### config.mk
export PLATFORM = sky130hd
export DESIGN_NAME = vm_result_writer
export DESIGN_NICKNAME = d
export VERILOG_FILES = /design/src/rtl/vm_result_writer.sv
export SDC_FILE = /design/constraint.sdc
export NUM_CORES = 1
export LEC_CHECK = 0
export ABC_AREA = 1
export CORE_AREA = 3 3 56 58
export CTS_BUF_LIST = sky130_fd_sc_hd__clkbuf_4 sky130_fd_sc_hd__clkbuf_8
export CTS_CLUSTER_SIZE = 16
export DETAILED_ROUTE_END_ITERATION = 10
export DIE_AREA = 0 0 59 61
export PLACE_DENSITY_LB_ADDON = 0.15
export SLEW_MARGIN = 0
export SYNTH_ARGS = -nofsm -noshare
export SYNTH_HDL_FRONTEND = slang
export SYNTH_SLANG_ARGS = --single-unit
### constraint.sdc
create_clock -name clk -period 2.3 [get_ports clk]
set_clock_uncertainty 0.2 [all_clocks]
set_input_delay 0.46 -clock clk [delete_from_list [all_inputs] [get_ports clk]]
set_output_delay 0.46 -clock clk [all_outputs]
set_load 0.1 [all_outputs]
### src/rtl/vm_result_writer.sv
// vm_result_writer
//   Write-back stage of the vector-multiply wrapper. Each accepted dot-product
//   result (RW bits) is split into BEATS memory words (DW bits), LSB first,
//   and written to consecutive addresses starting at BASE_ADDR. After
//   NUM_RESULTS results the block parks in DONE until the next start pulse.
//
//   Optional feature macro: VM_WB_STATUS_EN
//     When defined, one extra status word (NUM_RESULTS truncated to DW bits)
//     is written at the next address after the final beat, before DONE.
//
// Ports
//   clk           rising-edge clock
//   rst           asynchronous active-low reset
//   start         1-cycle pulse, (re)starts a run from any state
//   result        dot-product result, RW bits
//   result_valid  result holds a new value
//   result_ready  high only in ACCEPT (pure state decode)
//   mem_wr_en     registered memory write enable
//   wr_addr       registered write address, wraps modulo 2^AW
//   wr_data       registered write data, holds last value when not writing
//   busy          run in progress (ACCEPT/WRITE/STATUS)
//   done          run complete, held until next start
module vm_result_writer #(
  parameter int DW          = 4,
  parameter int N           = 4,
  parameter int AW          = 5,
  parameter int BASE_ADDR   = 16,
  parameter int NUM_RESULTS = 4,
  localparam int RW         = 2*DW + $clog2(N)
) (
  input  logic          clk,
  input  logic          rst,
  input  logic          start,
  input  logic [RW-1:0] result,
  input  logic          result_valid,
  output logic          result_ready,
  output logic          mem_wr_en,
  output logic [AW-1:0] wr_addr,
  output logic [DW-1:0] wr_data,
  output logic          busy,
  output logic          done
);

  localparam int BEATS = (RW + DW - 1) / DW;
  localparam int BIW   = (BEATS > 1) ? $clog2(BEATS) : 1;
  localparam int CW    = $clog2(NUM_RESULTS + 1);

  localparam logic [AW-1:0]  BASE      = AW'(BASE_ADDR);
  localparam logic [BIW-1:0] LAST_BEAT = BIW'(BEATS - 1);
  localparam logic [CW-1:0]  LAST_RES  = CW'(NUM_RESULTS);

  typedef enum logic [2:0] {
    S_IDLE,
    S_ACCEPT,
    S_WRITE,
`ifdef VM_WB_STATUS_EN
    S_STATUS,
`endif
    S_DONE
  } state_t;

  typedef logic [BEATS-1:0][DW-1:0] beats_t;

  state_t                state, state_nxt;
  beats_t                hold, hold_nxt;
  logic [BEATS*DW-1:0]   res_ext;
  logic [BIW-1:0]        beat_cnt, beat_nxt, beat_inc;
  logic [CW-1:0]         res_cnt, res_nxt;
  logic                  wen_nxt;
  logic [AW-1:0]         addr_nxt;
  logic [DW-1:0]         data_nxt;

  assign result_ready = (state == S_ACCEPT);
  assign busy         = (state != S_IDLE) && (state != S_DONE);
  assign done         = (state == S_DONE);

  // Zero-extend so bits above RW in the last beat read as zero.
  assign res_ext  = (BEATS*DW)'(result);
  assign beat_inc = beat_cnt + 1'b1;

  // beat_cnt is the index of the beat currently on wr_data; wr_addr is its
  // address and advances on the edge that ends that write. Beat 0 is taken
  // straight from the input at acceptance so it lands the following cycle.
  always_comb begin
    state_nxt = state;
    hold_nxt  = hold;
    beat_nxt  = beat_cnt;
    res_nxt   = res_cnt;
    wen_nxt   = 1'b0;
    addr_nxt  = wr_addr;
    data_nxt  = wr_data;
    if (start) begin
      // Start wins over everything, including a same-cycle acceptance.
      state_nxt = S_ACCEPT;
      beat_nxt  = '0;
      res_nxt   = '0;
      addr_nxt  = BASE;
    end else begin
      case (state)
        S_ACCEPT: begin
          if (result_valid) begin
            hold_nxt  = res_ext;
            wen_nxt   = 1'b1;
            data_nxt  = result[DW-1:0];
            beat_nxt  = '0;
            res_nxt   = res_cnt + 1'b1;
            state_nxt = S_WRITE;
          end
        end
        S_WRITE: begin
          addr_nxt = wr_addr + 1'b1;
          if (beat_cnt == LAST_BEAT) begin
            if (res_cnt == LAST_RES) begin
`ifdef VM_WB_STATUS_EN
              wen_nxt   = 1'b1;
              data_nxt  = DW'(NUM_RESULTS);
              state_nxt = S_STATUS;
`else
              state_nxt = S_DONE;
`endif
            end else begin
              state_nxt = S_ACCEPT;
            end
          end else begin
            beat_nxt = beat_inc;
            wen_nxt  = 1'b1;
            data_nxt = hold[beat_inc];
          end
        end
`ifdef VM_WB_STATUS_EN
        S_STATUS: begin
          addr_nxt  = wr_addr + 1'b1;
          state_nxt = S_DONE;
        end
`endif
        default: ;
      endcase
    end
  end

  always_ff @(posedge clk or negedge rst) begin
    if (!rst) begin
      state     <= S_IDLE;
      hold      <= '0;
      beat_cnt  <= '0;
      res_cnt   <= '0;
      mem_wr_en <= 1'b0;
      wr_addr   <= BASE;
      wr_data   <= '0;
    end else begin
      state     <= state_nxt;
      hold      <= hold_nxt;
      beat_cnt  <= beat_nxt;
      res_cnt   <= res_nxt;
      mem_wr_en <= wen_nxt;
      wr_addr   <= addr_nxt;
      wr_data   <= data_nxt;
    end
  end

endmodule

==> run_results.csv, run 1 <==
group,metric,value,unit
floorplan,ios,27,
yosys,synth-compound-area-share,6.81,%
yosys,synth_area_leader_cell,"dfrtp_1",
critical_path,slowest_delay,0.45,ns
yosys,ys_types,23,
pwr,p_per_area,1360,nW/um2
finish,postLayoutCellArea,1830,um2
timing,timing.final.crit_period,2.13,ns
floorplan,core_area,2710,um2
drt,first_iter_violations,40,
timing,max_freq,0.471,GHz
clock_tree,numClockSinks,27,
critical_path,end_kind,"primary output",
yosys,syn_area,1530,um2
pwr,power.total,2.50,mW
placement,dpl_cell_area,1800,um2
yosys,synthArstFlopShare,100,%
yosys,dominantRegCellSynth,"dfrtp_1",
finish,nets,247,
yosys,yosys.area_share.simple,31.1,%
critical_path,rrSetupSlack,0.49,ns
timing,period_share,92.4,%
finish,fin_util,67.6,%
clock_tree,postCtsSetupBuffers,0,
yosys,synth_top_area_share,42.7,%
yosys,avgSynthCellArea,7.82,um2
yosys,synthTopCellsByCount,"nand2_1 (73), dfrtp_1 (26), inv_1 (21)",
timing,drv_slew,0,
floorplan,rows,19,
min_path,hold_class,"input pin to asynchronous set/reset pin",
yosys,synthAdderAreaFrac,8.20,%
global_routing,grt_max_degree,28,
yosys,synth_enable_flop_cells,0,
timing,slew_headroom,66.0,%
global_routing,grt_pass1_vias,1148,
placement,place.gp.congestion,0.770,
timing,final_hold_viol_count,0,
drt,drc,0,
yosys,synth_xor_area_share,0,%
clock_tree,clk_pin_slew,0.14,ns
yosys,seq_area_frac_synth,44.4,%
global_routing,antenna_found_initial,0,
critical_path,slowest_stage,"dfrtp_1",
finish,drive_gt1_share,15.3,%
clock_tree,cts_resized,0,
critical_path,path_class,"flip-flop to primary output",
critical_path,timing.rr.end,"hold[8]",
clock_tree,clkLatencyLatePin,0.32,ns
timing,worst_pin_slew,0.509,ns
drt,vias,1232,
critical_path,r2r-start,"state[1]",
drt,drtAntennaViolNets,0,
critical_path,cp.arrival,1.47,ns
timing,tns,0,ns
critical_path,cp_max_fo,5,
pwr,p_leak,0.929,nW
yosys,synth-seq-cells,27,
finish,diodes,0,
yosys,yosysWarnings,0,
yosys,netlist_instances,195,
timing,rsz0062_at_grt,"false",
drt,wire_per_inst,11.1,um
global_routing,grt_pass1_wl,4710,um
timing,setup_viol,0,
finish,layout-area-overhead-vs-synth,20.1,%
global_routing,grt-ovfl-total,0,
run_status,status,"finished, final reports clean",
finish,register_area,677,um2
clock_tree,numCtsBuffers,3,
yosys,synthMuxAreaShare,0,%
global_routing,grt.total_usage,17.1,%
flow_run,cap_violations,0,
floorplan,die_w,59,um
critical_path,crit_top_cell,"inv_1",
floorplan,die_h,61,um
placement,hpwl,2150,um
drt,dr.pass1.iters,4,
yosys,synth_area_leaders,"dfrtp_1 (43%), nand2_1 (18%), ha_1 (8.2%), inv_1 (5.2%), nor2_1 (3.9%)",
finish,n_fill_cell,238,
critical_path,start_kind,"flip-flop",
clock_tree,cts.path.max_buffers,2,
critical_path,r2r_cells,7,
floorplan,dieArea,3600,um2
clock_tree,cts_hold_buffers,0,
yosys,yosysMostFrequentCell,"nand2_1",
drt,finalWirelength,2800,um
critical_path,cp.required,1.64,ns
floorplan,initial_core_util,56.3,%
clock_tree,cts_htree_levels,1,
pwr,ir_drop,0.00174,V
critical_path,crit_chain,"inv_1, ha_1, inv_1, buf_12",
clock_tree,tritoncts,"yes",
yosys,syn_nets,219,
drt,viasPerCell,4.87,
placement,io_buffers,26,
clock_tree,root_buffer,"clkbuf_4",
finish,multi_input_area,703,um2
yosys,synth_top_family_by_area,"simple AND/OR/NAND/NOR gates",
==> logic make-up after synthesis <==
logic type | Yosys count
simple gates | 111
buf+inv | 29
flops | 27
compound gates | 18
fa+ha+maj | 10
==> cells in the final DEF, fill, tap and decap left out, types with 6 or more instances in the layout <==
master	synthesis	layout
nand3_1	7	7
buf_4	1	11
inv_1	21	21
clkdlybuf4s50_1	0	13
nand2_1	73	73
dfrtp_1	26	26
nor2_1	16	16
o21ai_1	6	6
ha_1	10	10
o21ai_0	6	6
==> report_power, final <==
part           internal, mW  total (mW)  switching [mW]  leakage (nW)
sequential            0.639       0.746           0.107         0.344
combinational         0.446        1.54            1.10         0.567
clock                0.0652       0.205           0.140        0.0177
total                  1.15        2.50            1.34         0.929
==> per-layer routing <==
layer	GRT usage (%)	share of wire [%]	wire length (um)
met1	19.7	44	1240
met2	32.6	50	1410
met3	2.55	4.2	118
met4	4.85	1.3	36
met5	0	0	0
==> worst max path at each step <==
stage,from,endpoint,slack [ns],cells after the start
global placement,start,hold[7],0.24,5
finish,state[0],busy,0.17,4
CTS,state[0],busy,0.17,4
global route,state[0],busy,0.11,4
floorplan,state[1],hold[8],0.04,8
detailed placement,start,hold[8],0.21,5
==> sequential cells by signal (all words and copies together), names as in the netlist <==
signal and count:
res_cnt 3, wr_addr 5, mem_wr_en 1, beat_cnt 2
hold 10, wr_data 4, state 2
==> critical path, delay by kind of cell, from the launching register on <==
kind / cells / cell delay [ns]
DFF: 1 / 0.45
buffers and inverters: 3 / 0.37
adders and majority gates: 1 / 0.32
==> through the flow <==
step                      worst slack (ns)  hold WS [ns]  cells
final                                0.175         0.295    253
after global routing                 0.109         0.307    253
after CTS                            0.172         0.295    253
after detailed placement             0.207         0.263    249
after global placement               0.244         0.257    249
after floorplan                     0.0394       -0.0356    195
==> cell type report <==
class / instances / area share, %
Sequential cell: 27 / 37.0
Clock inverter: 1 / 0.273
Timing Repair Buffer: 28 / 16.0
Tap cell: 31 / 2.12
Multi-Input combinational cell: 139 / 38.4
Inverter: 24 / 5.05
Clock buffer: 3 / 1.23
Power figures use the tool's default switching activity.
==> inputs of run 2 (changes only) <==
--- a/config.mk
+++ b/config.mk
@@ -11,7 +11,7 @@
 export CTS_CLUSTER_SIZE = 16
 export DETAILED_ROUTE_END_ITERATION = 10
 export DIE_AREA = 0 0 59 61
-export PLACE_DENSITY_LB_ADDON = 0.15
+export PLACE_DENSITY = 0.83
 export SLEW_MARGIN = 0
 export SYNTH_ARGS = -nofsm -noshare
 export SYNTH_HDL_FRONTEND = slang
==> run 2 against run 1 <==
Non-clock buffer count unchanged. Combinational power about the same. Total power up 0.70%. Count of clock-buffer cells in the layout up 1. Critical path type unchanged.
==> run_results.csv, run 2 (synthesized netlist as in run 1, its figures left out) <==
group,metric,value,unit
placement,dpl_cell_area,1820,um2
timing,worst_slack,0.154,ns
pwr,switching_share,53.6,%
timing,setup_viol,0,
drt,vias,1227,
drt,dr.pass1.iters,4,
finish,fin_util,68.1,%
critical_path,rrSetupSlack,0.46,ns
floorplan,dieArea,3600,um2
global_routing,grt-ovfl-total,0,
global_routing,grt_max_degree,21,
timing,worst_pin_slew,0.493,ns
timing,tns,0,ns
pwr,ir_drop,0.00121,V
timing,final_hold_viol_count,0,
clock_tree,numCtsBuffers,3,
finish,reg.largest.list,"hold (10), wr_addr (5), wr_data (4)",
timing,rsz0062_at_grt,"false",
floorplan,rows,19,
pwr,internal_power,1.17,mW
clock_tree,cts_resized,0,
flow_run,cap_violations,0,
timing,timing.final.crit_period,2.15,ns
drt,finalWirelength,2810,um
floorplan,ios,27,
clock_tree,clk_pin_slew,0.13,ns
timing,slew_headroom,67.0,%
floorplan,initial_core_util,56.3,%
finish,largest_reg_flops,10,
pwr,p_per_area,1360,nW/um2
min_path,hold_class,"input pin to asynchronous set/reset pin",
placement,io_buffers,26,
finish,layout_commonest_cell,"nand2_1",
critical_path,r2r-start,"state[1]",
critical_path,path_class,"flip-flop to primary output",
critical_path,cp.required,1.64,ns
clock_tree,cts.path.max_buffers,2,
timing,max_freq,0.466,GHz
finish,diodes,0,
placement,place.gp.congestion,0.830,
timing,drv_slew,0,
floorplan,die_w,59,um
run_status,status,"finished, final reports clean",
timing,period_share,93.3,%
floorplan,die_h,61,um
floorplan,core_area,2710,um2
finish,postLayoutCellArea,1850,um2
drt,first_iter_violations,41,
drt,wire_per_inst,11.1,um
pwr,power.switching,1.35,mW
critical_path,cp_max_fo,5,
pwr,pwr-share-seq,29.8,%
finish,instances_no_fill,253,
global_routing,antenna_found_initial,0,
clock_tree,cts_hold_buffers,0,
finish,layout-area-overhead-vs-synth,21.1,%
pwr,p_leak,0.934,nW
critical_path,end_kind,"primary output",
global_routing,grt_pass1_vias,1091,
drt,viasPerCell,4.85,
clock_tree,root_buffer,"clkbuf_4",
finish,regMostFlops,"hold",
critical_path,start_kind,"flip-flop",
clock_tree,tritoncts,"yes",
global_routing,grt_pass1_wl,4710,um
placement,dp.cells,249,
placement,pre_cts_slack,0.279,ns
placement,hpwl,2160,um
critical_path,r2r_cells,7,
finish,drive_gt1_share,15.3,%
critical_path,timing.rr.end,"hold[9]",
drt,drc,0,
finish,nets,247,
critical_path,cp.arrival,1.49,ns
finish,layout_common_cells,"nand2_1 (73), dfrtp_1 (26), inv_1 (21), nor2_1 (16), clkdlybuf4s50_1 (13)",
drt,drtAntennaViolNets,0,
clock_tree,cts_htree_levels,1,
clock_tree,clkLatencyLatePin,0.32,ns
pwr,combPwrFrac,61.8,%
clock_tree,postCtsSetupBuffers,0,
clock_tree,numClockSinks,27,
pwr,p_clk_share,8.4,%
global_routing,grt.total_usage,17.4,%
-- run 2: cell count changes in the layout (fill, tap and decap cells not counted) --
cell	before	now
clkinv_2	1	0
buf_12	4	5
clkbuf_4	3	4
buf_4	11	10
-- run 2: metal layers --
layer  vias up  wire (um)  track usage, %
li1        650          -               -
met4         0         39            5.50
met3         6        165            4.68
met2        37       1360            29.2
met5         -          0               0
met1       534       1240            22.0
-- run 2: area by class of cell --
class | count | area, um2
clock buffer | 4 | 30.0
tap | 31 | 38.8
multi-input combinational | 139 | 703
sequential | 27 | 677
timing repair buffer | 28 | 305
fill | 241 | 863
inverter | 24 | 92.6
-- run 2: critical path, stage by stage (launching register included) --
cell and delay (ns):
dfrtp_1 0.47, inv_1 0.10, ha_1 0.31, inv_1 0.10
buf_12 0.18
-- run 2: worst max-delay path by stage --
stage	startpoint	end	slack, ns	depth (start not counted)
5_1_grt	state[0]	busy	0.06	4
2_1_floorplan	state[1]	hold[8]	0.04	8
6_report	state[0]	busy	0.15	4
3_5_place_dp	start	hold[9]	0.28	5
3_3_place_gp	start	hold[7]	0.30	5
4_1_cts	state[0]	busy	0.16	4
-- run 2: stage by stage --
stage / total power, mW / hold WS (ns)
global placement: 2.28 / 0.268
CTS: 2.53 / 0.257
finish: 2.51 / 0.247
detailed placement: 2.30 / 0.270
floorplan: 1.93 / -0.0356
global route: 2.68 / 0.257
-- run 2: power groups by stage --
| stage | logic, mW | clock network, mW | registers (mW) |
|---|---|---|---|
| after floorplan | 0.837 | 0 | 1.09 |
| after global placement | 1.53 | 0 | 0.753 |
| after detailed placement | 1.54 | 0 | 0.759 |
| after CTS | 1.56 | 0.217 | 0.749 |
| after global routing | 1.67 | 0.238 | 0.771 |
| final | 1.55 | 0.210 | 0.750 |
